`config.mk`:
```
export PLATFORM = sky130hd
export DESIGN_NAME = dmem_arbiter
export DESIGN_NICKNAME = d
export VERILOG_FILES = /design/src/rtl/dmem_arbiter.sv
export SDC_FILE = /design/constraint.sdc
export NUM_CORES = 1
export LEC_CHECK = 0
export CORE_ASPECT_RATIO = 0.9
export CORE_UTILIZATION = 30
export CTS_CLUSTER_SIZE = 12
export DETAILED_ROUTE_END_ITERATION = 7
export HOLD_SLACK_MARGIN = 0.02
export PLACE_DENSITY = 0.73
export SKIP_LAST_GASP = 1
export SYNTH_ARGS = -nofsm -noshare
export SYNTH_HDL_FRONTEND = slang
export SYNTH_SLANG_ARGS = --single-unit
```
`constraint.sdc`:
```
create_clock -name clk -period 4.7 [get_ports clk]
set_input_delay 0.94 -clock clk [delete_from_list [all_inputs] [get_ports clk]]
set_output_delay 0.94 -clock clk [all_outputs]
set_load 0.02 [all_outputs]
```
`src/rtl/dmem_arbiter.sv`:
```
// -----------------------------------------------------------------------------
// dmem_arbiter
//
// Shares one single-ported data memory between two requesters:
//   m0 = core load/store unit, m1 = debug/DMA port.
// One word access is accepted per cycle. Partial stores are merged into a
// read-modify-write in the same cycle, using the memory's combinational read
// path. The response (read data plus error flag) is registered and appears
// one cycle after acceptance.
//
// Parameters
//   ADDR_BITS   byte-address width of the memory; in range when
//               addr[31:ADDR_BITS] == 0
//   FIXED_PRIO  0 = round-robin between m0/m1, 1 = m0 always wins
//
// Ports
//   clk, rst_n                 clock, asynchronous active-low reset
//   mN_req_valid/ready         request handshake (N = 0, 1)
//   mN_req_we/addr/wdata/wstrb request fields (store flag, byte address,
//                              store data, byte enables)
//   mN_rsp_valid/rdata/err     one-cycle response pulse, read data (pre-write
//                              word for stores), access error
//   mem_addr/write_enable/read_enable/write_data/read_data
//                              memory interface; read_data is combinational
//
// Handshake: a request is accepted in a cycle where valid & ready are both 1.
// ready is never asserted without valid. Once valid is raised the requester
// holds valid and every request field stable until ready. Responses cannot be
// stalled: the requester must take rsp_* in the single cycle rsp_valid is 1.
// -----------------------------------------------------------------------------
module dmem_arbiter #(
    parameter int ADDR_BITS  = 10,
    parameter bit FIXED_PRIO = 1'b0
) (
    input  logic        clk,
    input  logic        rst_n,

    input  logic        m0_req_valid,
    output logic        m0_req_ready,
    input  logic        m0_req_we,
    input  logic [31:0] m0_req_addr,
    input  logic [31:0] m0_req_wdata,
    input  logic [3:0]  m0_req_wstrb,
    output logic        m0_rsp_valid,
    output logic [31:0] m0_rsp_rdata,
    output logic        m0_rsp_err,

    input  logic        m1_req_valid,
    output logic        m1_req_ready,
    input  logic        m1_req_we,
    input  logic [31:0] m1_req_addr,
    input  logic [31:0] m1_req_wdata,
    input  logic [3:0]  m1_req_wstrb,
    output logic        m1_rsp_valid,
    output logic [31:0] m1_rsp_rdata,
    output logic        m1_rsp_err,

    output logic [31:0] mem_addr,
    output logic        mem_write_enable,
    output logic        mem_read_enable,
    output logic [31:0] mem_write_data,
    input  logic [31:0] mem_read_data
);

    // Requester that won the most recent acceptance (0 = m0, 1 = m1).
    logic        last_grant;

    logic        grant0;
    logic        grant1;
    logic        accept;
    logic        sel;
    logic        sel_we;
    logic [31:0] sel_addr;
    logic [31:0] sel_wdata;
    logic [3:0]  sel_wstrb;
    logic        err;
    logic [31:0] merged;

    // Grant selection. Grants are gated by rst_n so nothing is accepted
    // (and no memory write happens) while reset is held.
    always_comb begin
        grant0 = 1'b0;
        grant1 = 1'b0;
        if (rst_n) begin
            if (m0_req_valid && m1_req_valid) begin
                // Round-robin: m0 wins when m1 had the last grant.
                if (FIXED_PRIO || last_grant) begin
                    grant0 = 1'b1;
                end else begin
                    grant1 = 1'b1;
                end
            end else begin
                grant0 = m0_req_valid;
                grant1 = m1_req_valid;
            end
        end
    end

    assign m0_req_ready = grant0;
    assign m1_req_ready = grant1;
    assign accept       = grant0 | grant1;
    assign sel          = grant1;

    // Granted request fields.
    assign sel_we    = sel ? m1_req_we    : m0_req_we;
    assign sel_addr  = sel ? m1_req_addr  : m0_req_addr;
    assign sel_wdata = sel ? m1_req_wdata : m0_req_wdata;
    assign sel_wstrb = sel ? m1_req_wstrb : m0_req_wstrb;

    assign err = (sel_addr[1:0] != 2'b00) | (sel_addr[31:ADDR_BITS] != '0);

    // Read-modify-write merge: enabled bytes come from the store data, the
    // rest from the word currently in memory at the same address.
    always_comb begin
        merged = '0;
        for (int i = 0; i < 4; i++) begin
            merged[8*i +: 8] = sel_wstrb[i] ? sel_wdata[8*i +: 8]
                                            : mem_read_data[8*i +: 8];
        end
    end

    assign mem_addr         = accept ? sel_addr : 32'h0;
    assign mem_read_enable  = accept;
    assign mem_write_enable = accept & sel_we & (|sel_wstrb) & ~err;
    assign mem_write_data   = accept ? merged : 32'h0;

    // Arbitration state and response registers.
    always_ff @(posedge clk or negedge rst_n) begin
        if (!rst_n) begin
            last_grant   <= 1'b1;
            m0_rsp_valid <= 1'b0;
            m0_rsp_err   <= 1'b0;
            m0_rsp_rdata <= 32'h0;
            m1_rsp_valid <= 1'b0;
            m1_rsp_err   <= 1'b0;
            m1_rsp_rdata <= 32'h0;
        end else begin
            if (accept) begin
                last_grant <= sel;
            end
            // Non-granted side is cleared so each response is a clean pulse.
            m0_rsp_valid <= grant0;
            m0_rsp_err   <= grant0 & err;
            m0_rsp_rdata <= (grant0 && !err) ? mem_read_data : 32'h0;
            m1_rsp_valid <= grant1;
            m1_rsp_err   <= grant1 & err;
            m1_rsp_rdata <= (grant1 && !err) ? mem_read_data : 32'h0;
        end
    end

endmodule
```
==> key figures, run 1 <==
STA
  • Fin crit share: 92.84%
  • Hold slack final: 0.4742 ns
  • Worst Tran Pin Value: 1.050 ns
  • TNS Setup: 0 ns
  • Final setup fails: 0
  • RSZ-0062 raised after global routing: false
  • Final Skew: 0.004599 ns
  • Setup WS post-layout: 0.3365 ns
  • Fmax: 229.2 MHz
  • Fin. max-slew vios: 0
  • Tmin final: 4.363 ns
  • Hold Fails Final Rpt: 0
  • Relative slew slack: 29.80%

Critical path
  • Critical path launch point type: input port
  • Worst r2r src: last_grant
  • Critical path class: input port to output port
  • CP Data Arrival Time: 3.42 ns
  • Data required time of the worst path: 3.76 ns
  • RR Endpoint: m0_rsp_rdata[14]
  • Depth of the most critical reg-to-reg path: 4
  • Worst setup EP type: output port
  • CP Max Fanout: 9
  • Internal reg-to-reg setup slack: 2.61 ns

CTS
  • H-tree depth: 3
  • Clock sink count: 69
  • Clk root buf: clkbuf_16
  • CTS tree: done
  • Post-CTS Hold Buffers: 0
  • CTS Buf Count: 9
  • Worst-path clk slew: 0.06 ns
  • CTS Buffer Depth: 2
  • Worst skew pair latency: 0.32 ns
  • Post-CTS Setup Repair Bufs: 0
  • PostCTS Resize Cnt: 0

Logic synthesis
  • Synthesized flop and latch total: 69
  • Post-Syn Area: 4048 sq um
  • Most common cell in the netlist: nand2_1
  • Sequential element share of the synthesized area: 42.69%
  • Mapped Nets: 618
  • Synth top area share: 42.04%
  • Yosys top cell by area: dfrtp_1
  • Prevailing post-synth register cell: dfrtp_1
  • Synth async-reset ratio: 100.0%
  • Most frequent cells after synthesis: nand2_1, dfrtp_1, and2_1
  • Distinct cells, synth: 30
  • Post-synth EDFFs: 0
  • Syn. warnings: 0
  • Post-synthesis cell count: 444
  • Synth area leaders: dfrtp_1, nand2_1, a311oi_2, and2_1, nor3_1
  • Avg Cell Area, Syn: 9.116 sq um

Routing
  • Pre-Repair DR Iteration Count: 4
  • DRT iter0 DRCs: 192
  • Vias: 4,432
  • Antenna-violating nets left: 0
  • DRC: 0
  • Vias per std cell: 4.886
  • Drt wl/cell: 17.59 microns
  • Total Wirelength: 15,950 microns

Final layout
  • Nets: 912
  • Inserted Diodes: 0
  • Layout area overhead: 85.07%
  • Final core utilization: 57.93%
  • Final cell count without fillers: 907
  • Share of cells above drive strength 1: 10.23%
  • Post-route cell area: 7491 sq um

Power
  • Static leakage: 3.079 nW
  • Total power: 1.718 mW
  • Peak supply drop: 0.0001482 V
  • Pwr dens: 229.3 nW/um^2

GRT
  • Grt total ovfl: 0
  • Wire length of the first global-routing pass: 25,050 microns
  • Initial antenna violation count: 0
  • GR Util All Layers: 22.86%
  • Vias in the first global route: 4,759
  • Largest net degree at the start of global routing: 69

Placement
  • Inst Count DP: 891
  • Gpl congestion: 0.8969
  • DP HPWL: 12,730 microns
  • Area of placed instances: 7214 sq um
  • DP Worst Slack: 0.3187 ns
  • Port bufs: 309

Floorplanning
  • # rows: 39
  • Core Area: 12,930 sq um
  • DIE AREA: 13,960 sq um
  • I/O pins: 310
  • Die Height: 112.2 microns
  • Die X: 124.4 microns
  • Starting density of the core: 31.30%

Hold path
  • Worst hold path type: register to register
  • Worst Hold End: last_grant
  • Hold Path Cell Cnt: 2
  • Min-delay src: last_grant

Flow run
  • Max-cap violations: 0

Status
  • Status: completed
==> kinds of logic (layout without fill, tap and decap cells) <==
family,after synthesis,after routing,share of synthesized area (%)
flops,69,69,42.69
simple gates,263,263,31.96
buf+inv,40,339,6.955
compound gates,72,72,18.39
==> report_power, final <==
part           switching [mW]  leakage, nW  internal, mW
sequential            0.00162        0.958         0.598
clock                   0.256        0.120         0.357
combinational           0.243         2.00         0.262
total                   0.500         3.08          1.22
==> per-layer routing <==
metal  wire length, microns  up-vias  part of all wire [%]  GRT usage [%]
li1                       -     2116                     -              -
met4                    456        0                   2.9          9.317
met3                   1038       34                   6.5          4.528
met1                   6051     2061                    38          25.17
met5                      0        -                     0              0
met2                   8405      221                    53          42.84
==> layout make-up <==
cell class | instances | area (sq um)
tap | 164 | 205.2
fill | 1092 | 5440
clock buffer | 9 | 225.2
timing repair buffer | 320 | 3208
sequential | 69 | 1728
multi-input combinational | 335 | 2062
inverter | 3 | 11.26
clock inverter | 7 | 51.30
==> sequential cells by signal (all words and copies together), names as in the netlist <==
register	count
m1_rsp_err	1
m1_rsp_valid	1
last_grant	1
m1_rsp_rdata	32
m0_rsp_rdata	32
m0_rsp_valid	1
m0_rsp_err	1
==> layout by cell type (no fill, tap or decap), types with 3 or more instances in the layout <==
cell type and instances:
dfrtp_1 68, a311oi_2 30, nand2_1 132, clkdlybuf4s50_1 307, clkbuf_16 9, nor2_1 3, or2_1 4, and3_4 4
nor4_1 16, buf_4 10, clkinvlp_4 5, and2_1 64, a21oi_1 32, buf_12 3, a21boi_2 5, nor3_1 33
==> how the worst max path moves through the flow <==
| stage | from | end | slack, ns | depth (start not counted) |
|---|---|---|---|---|
| after global placement | m0_req_valid | mem_write_data[1] | 0.41 | 7 |
| after floorplan | m1_req_valid | mem_write_data[0] | 1.49 | 7 |
| after global routing | m0_req_valid | mem_write_data[7] | 0.24 | 7 |
| after detailed placement | m0_req_valid | mem_write_data[16] | 0.32 | 7 |
| final | m0_req_valid | mem_write_data[16] | 0.34 | 7 |
| after CTS | m0_req_valid | mem_write_data[16] | 0.32 | 7 |
==> critical path: stages <==
cell	delay, ns
clkdlybuf4s50_1	0.59
a21boi_2	0.10
buf_4	0.19
and3_4	0.23
or2_1	0.42
a311oi_2	0.29
clkdlybuf4s50_1	0.65
(Power assumes the default switching activity.)
==> run 2, diff against run 1 <==
--- a/config.mk
+++ b/config.mk
@@ -5,11 +5,12 @@
 export SDC_FILE = /design/constraint.sdc
 export NUM_CORES = 1
 export LEC_CHECK = 0
+export ABC_CLOCK_PERIOD_IN_PS = 4700
 export CORE_ASPECT_RATIO = 0.9
 export CORE_UTILIZATION = 30
 export CTS_CLUSTER_SIZE = 12
 export DETAILED_ROUTE_END_ITERATION = 7
-export HOLD_SLACK_MARGIN = 0.02
+export HOLD_SLACK_MARGIN = 0.15
 export PLACE_DENSITY = 0.73
 export SKIP_LAST_GASP = 1
 export SYNTH_ARGS = -nofsm -noshare
==> results of run 2 <==
No change in the layout: final DEF, timing and power equal those of run 1.
==> run 3, diff against run 2 <==
==> config.mk (replaced) <==
export PLATFORM = sky130hd
export DESIGN_NAME = dmem_arbiter
export DESIGN_NICKNAME = d
export VERILOG_FILES = /design/src/rtl/dmem_arbiter.sv
export SDC_FILE = /design/constraint.sdc
export NUM_CORES = 1
export LEC_CHECK = 0
export ABC_CLOCK_PERIOD_IN_PS = 3540
export CORE_AREA = 2 2 120 122
export CTS_CLUSTER_SIZE = 12
export DETAILED_ROUTE_END_ITERATION = 7
export DIE_AREA = 0 0 122 124
export HOLD_SLACK_MARGIN = 0.15
export PLACE_DENSITY = 0.75
export SKIP_CTS_REPAIR_TIMING = 1
export SKIP_LAST_GASP = 1
export SYNTH_ARGS = -nofsm -noshare
export SYNTH_HDL_FRONTEND = slang
export SYNTH_SLANG_ARGS = --single-unit
==> constraint.sdc (replaced) <==
create_clock -name clk -period 3.54 [get_ports clk]
set_input_delay 0.708 -clock clk [delete_from_list [all_inputs] [get_ports clk]]
set_output_delay 0.708 -clock clk [all_outputs]
set_load 0.02 [all_outputs]
==> run 3 against run 2 <==
The run now ends with setup timing left. Worst hold slack worse by 0.0050 ns. Combinational power is 39% higher. Clock skew is 0.00074 ns lower. Die area increased by 8.4%. Utilization is 0.29 points higher. Final area increased by 6.6%. Critical path depth did not move. Clock power rose by 46%. Total power is 39% higher.
==> key figures, run 3 (synthesis results as in run 1) <==
Status
  • Status: finished, violations left
  • Failing checks: setup timing

GRT
  • Grt total ovfl: 0 (unchanged)
  • Largest net degree at the start of global routing: 59 (-14%)
  • Vias in the first global route: 4,870 (+2.3%)
  • GR Util All Layers: 22.03% (-0.83 points)
  • Wire length of the first global-routing pass: 25,300 microns (+0.99%)
  • Initial antenna violation count: 0 (unchanged)

Final layout
  • Area of the multi-input gates: 2071 sq um (+0.42%)
  • Commonest non-fill, non-tap cells in the layout: clkdlybuf4s50_1, nand2_1, dfrtp_1
  • Inserted Diodes: 0 (unchanged)
  • Post-route cell area: 7988 sq um (+6.6%)
  • Nets: 940 (+3.1%)
  • Layout area overhead: 97.34%
  • Biggest regs: m0_rsp_rdata: 32 flops, m1_rsp_rdata: 32 flops
  • Share of cells above drive strength 1: 13.75% (+3.5 points)
  • Fill cells: 1,172 (+7.3%)
  • Sequential Area: 1728 sq um (unchanged)
  • Most common cell after layout, fill and taps aside: clkdlybuf4s50_1
  • Final core utilization: 58.22% (+0.29 points)

Power
  • Static leakage: 4.214 nW (+37%)
  • Peak supply drop: 0.0002096 V (+41%)
  • Pwr dens: 299.8 nW/um^2 (+31%)

CTS
  • CTS Buf Count: 9 (unchanged)
  • H-tree depth: 3 (unchanged)
  • CTS tree: done
  • Worst skew pair latency: 0.32 ns (about the same)
  • CTS Buffer Depth: 2 (unchanged)
  • Worst-path clk slew: 0.06 ns (about the same)
  • Clk root buf: clkbuf_16
  • Clock sink count: 69 (unchanged)

Routing
  • Total Wirelength: 17,650 microns (+11%)
  • Vias: 4,598 (+3.7%)
  • Drt wl/cell: 18.56 microns (+5.5%)
  • Vias per std cell: 4.835 (-1.1%)
  • DRT iter0 DRCs: 190 (-1.0%)
  • Pre-Repair DR Iteration Count: 4 (unchanged)
  • Antenna-violating nets left: 0 (unchanged)
  • DRC: 0 (unchanged)

Critical path
  • Worst r2r src: last_grant
  • Data required time of the worst path: 2.83 ns (-0.93 ns)
  • Critical path class: input port to output port
  • RR Endpoint: m1_rsp_rdata[0]
  • CP Max Fanout: 2 (-7)
  • Depth of the most critical reg-to-reg path: 6 (+2)
  • Critical path launch point type: input port
  • Worst Setup SP: m0_req_addr[1]
  • Internal reg-to-reg setup slack: 1.36 ns (-1.25 ns)
  • Worst setup EP type: output port
  • CP Data Arrival Time: 2.95 ns (-0.47 ns)
  • CP endpoint: mem_write_enable

STA
  • Fin. max-slew vios: 0 (unchanged)
  • Relative slew slack: 26.90% (-2.9 points)
  • RSZ-0062 raised after global routing: true
  • Fin crit share: 103.3%
  • Final Skew: 0.003858 ns (-0.0007409 ns)
  • Fmax: 273.6 MHz
  • Tmin final: 3.655 ns
  • TNS Setup: -0.1151 ns (-0.1151 ns)
  • Worst Tran Pin Value: 1.093 ns (+0.04329 ns)
  • Hold Fails Final Rpt: 0 (unchanged)
  • Final setup fails: 1 (+1)
  • Setup WS post-layout: -0.1151 ns (-0.4516 ns)

Floorplanning
  • Starting density of the core: 29.50% (-1.8 points)
  • Die X: 122 microns (-2.0%)
  • I/O pins: 310 (unchanged)
  • DIE AREA: 15,130 sq um (+8.4%)
  • Die Height: 124 microns (+11%)
  • Core Area: 13,720 sq um (+6.1%)
  • # rows: 43 (+10%)

Placement
  • DP HPWL: 13,950 microns (+9.6%)
  • Port bufs: 309 (unchanged)
  • Area of placed instances: 7520 sq um (+4.2%)
  • DP Worst Slack: -0.1823 ns (-0.5010 ns)
  • Gpl congestion: 0.8447 (-5.8%)

Flow run
  • Max-cap violations: 0 (unchanged)

Hold path
  • Worst hold path type: input port to async pin
==> run 3: stage by stage <==
step	total power, mW	hold slack (ns)	cells
after floorplan	1.099	0.4124	444
after global placement	1.510	0.4697	935
after detailed placement	1.523	0.4752	935
after CTS	2.431	0.4668	951
after global routing	2.499	0.4875	951
final	2.395	0.4691	951
==> run 3: worst min-delay path by stage <==
stage	start	end	slack, ns	cells past startpoint
2_1_floorplan	rst_n	m0_rsp_err	0.41	0
3_5_place_dp	last_grant	last_grant	0.48	2
5_1_grt	rst_n	m0_rsp_err	0.49	2
6_report	rst_n	m0_rsp_err	0.47	2
4_1_cts	rst_n	m1_rsp_rdata[29]	0.47	2
3_3_place_gp	last_grant	last_grant	0.47	2
==> run 3: worst max-delay path, cell delays in order <==
cell             delay (ns)
clkdlybuf4s50_1        0.43
nor4_1                 0.37
buf_4                  0.17
nand4_1                0.13
nor4_1                 0.28
o211a_1                0.21
clkdlybuf4s50_1        0.64
==> run 3: layout make-up <==
cell class / count / area share, %
repair buffers: 348 / 45.71
multi-input cells: 335 / 25.92
flip-flops and latches: 69 / 21.63
clock buffers: 10 / 2.992
well taps: 180 / 2.820
clock inverters: 6 / 0.7832
inverters: 3 / 0.1410
==> run 3: per-layer routing <==
| metal | vias to the layer above | GRT usage [%] | wire [microns] | share of wire (%) |
|---|---|---|---|---|
| met4 | 0 | 9.339 | 600 | 3.4 |
| met3 | 37 | 5.540 | 1360 | 7.7 |
| met1 | 2173 | 23.14 | 6427 | 36 |
| li1 | 2170 | - | - | - |
| met2 | 218 | 41.62 | 9266 | 52 |
| met5 | - | 0 | 0 | 0 |
==> run 3: power by group <==
part	switching (mW)	total (mW)	internal, mW
combinational	0.334	0.703	0.369
clock	0.334	0.895	0.561
sequential	0.00247	0.797	0.794
total	0.671	2.40	1.72
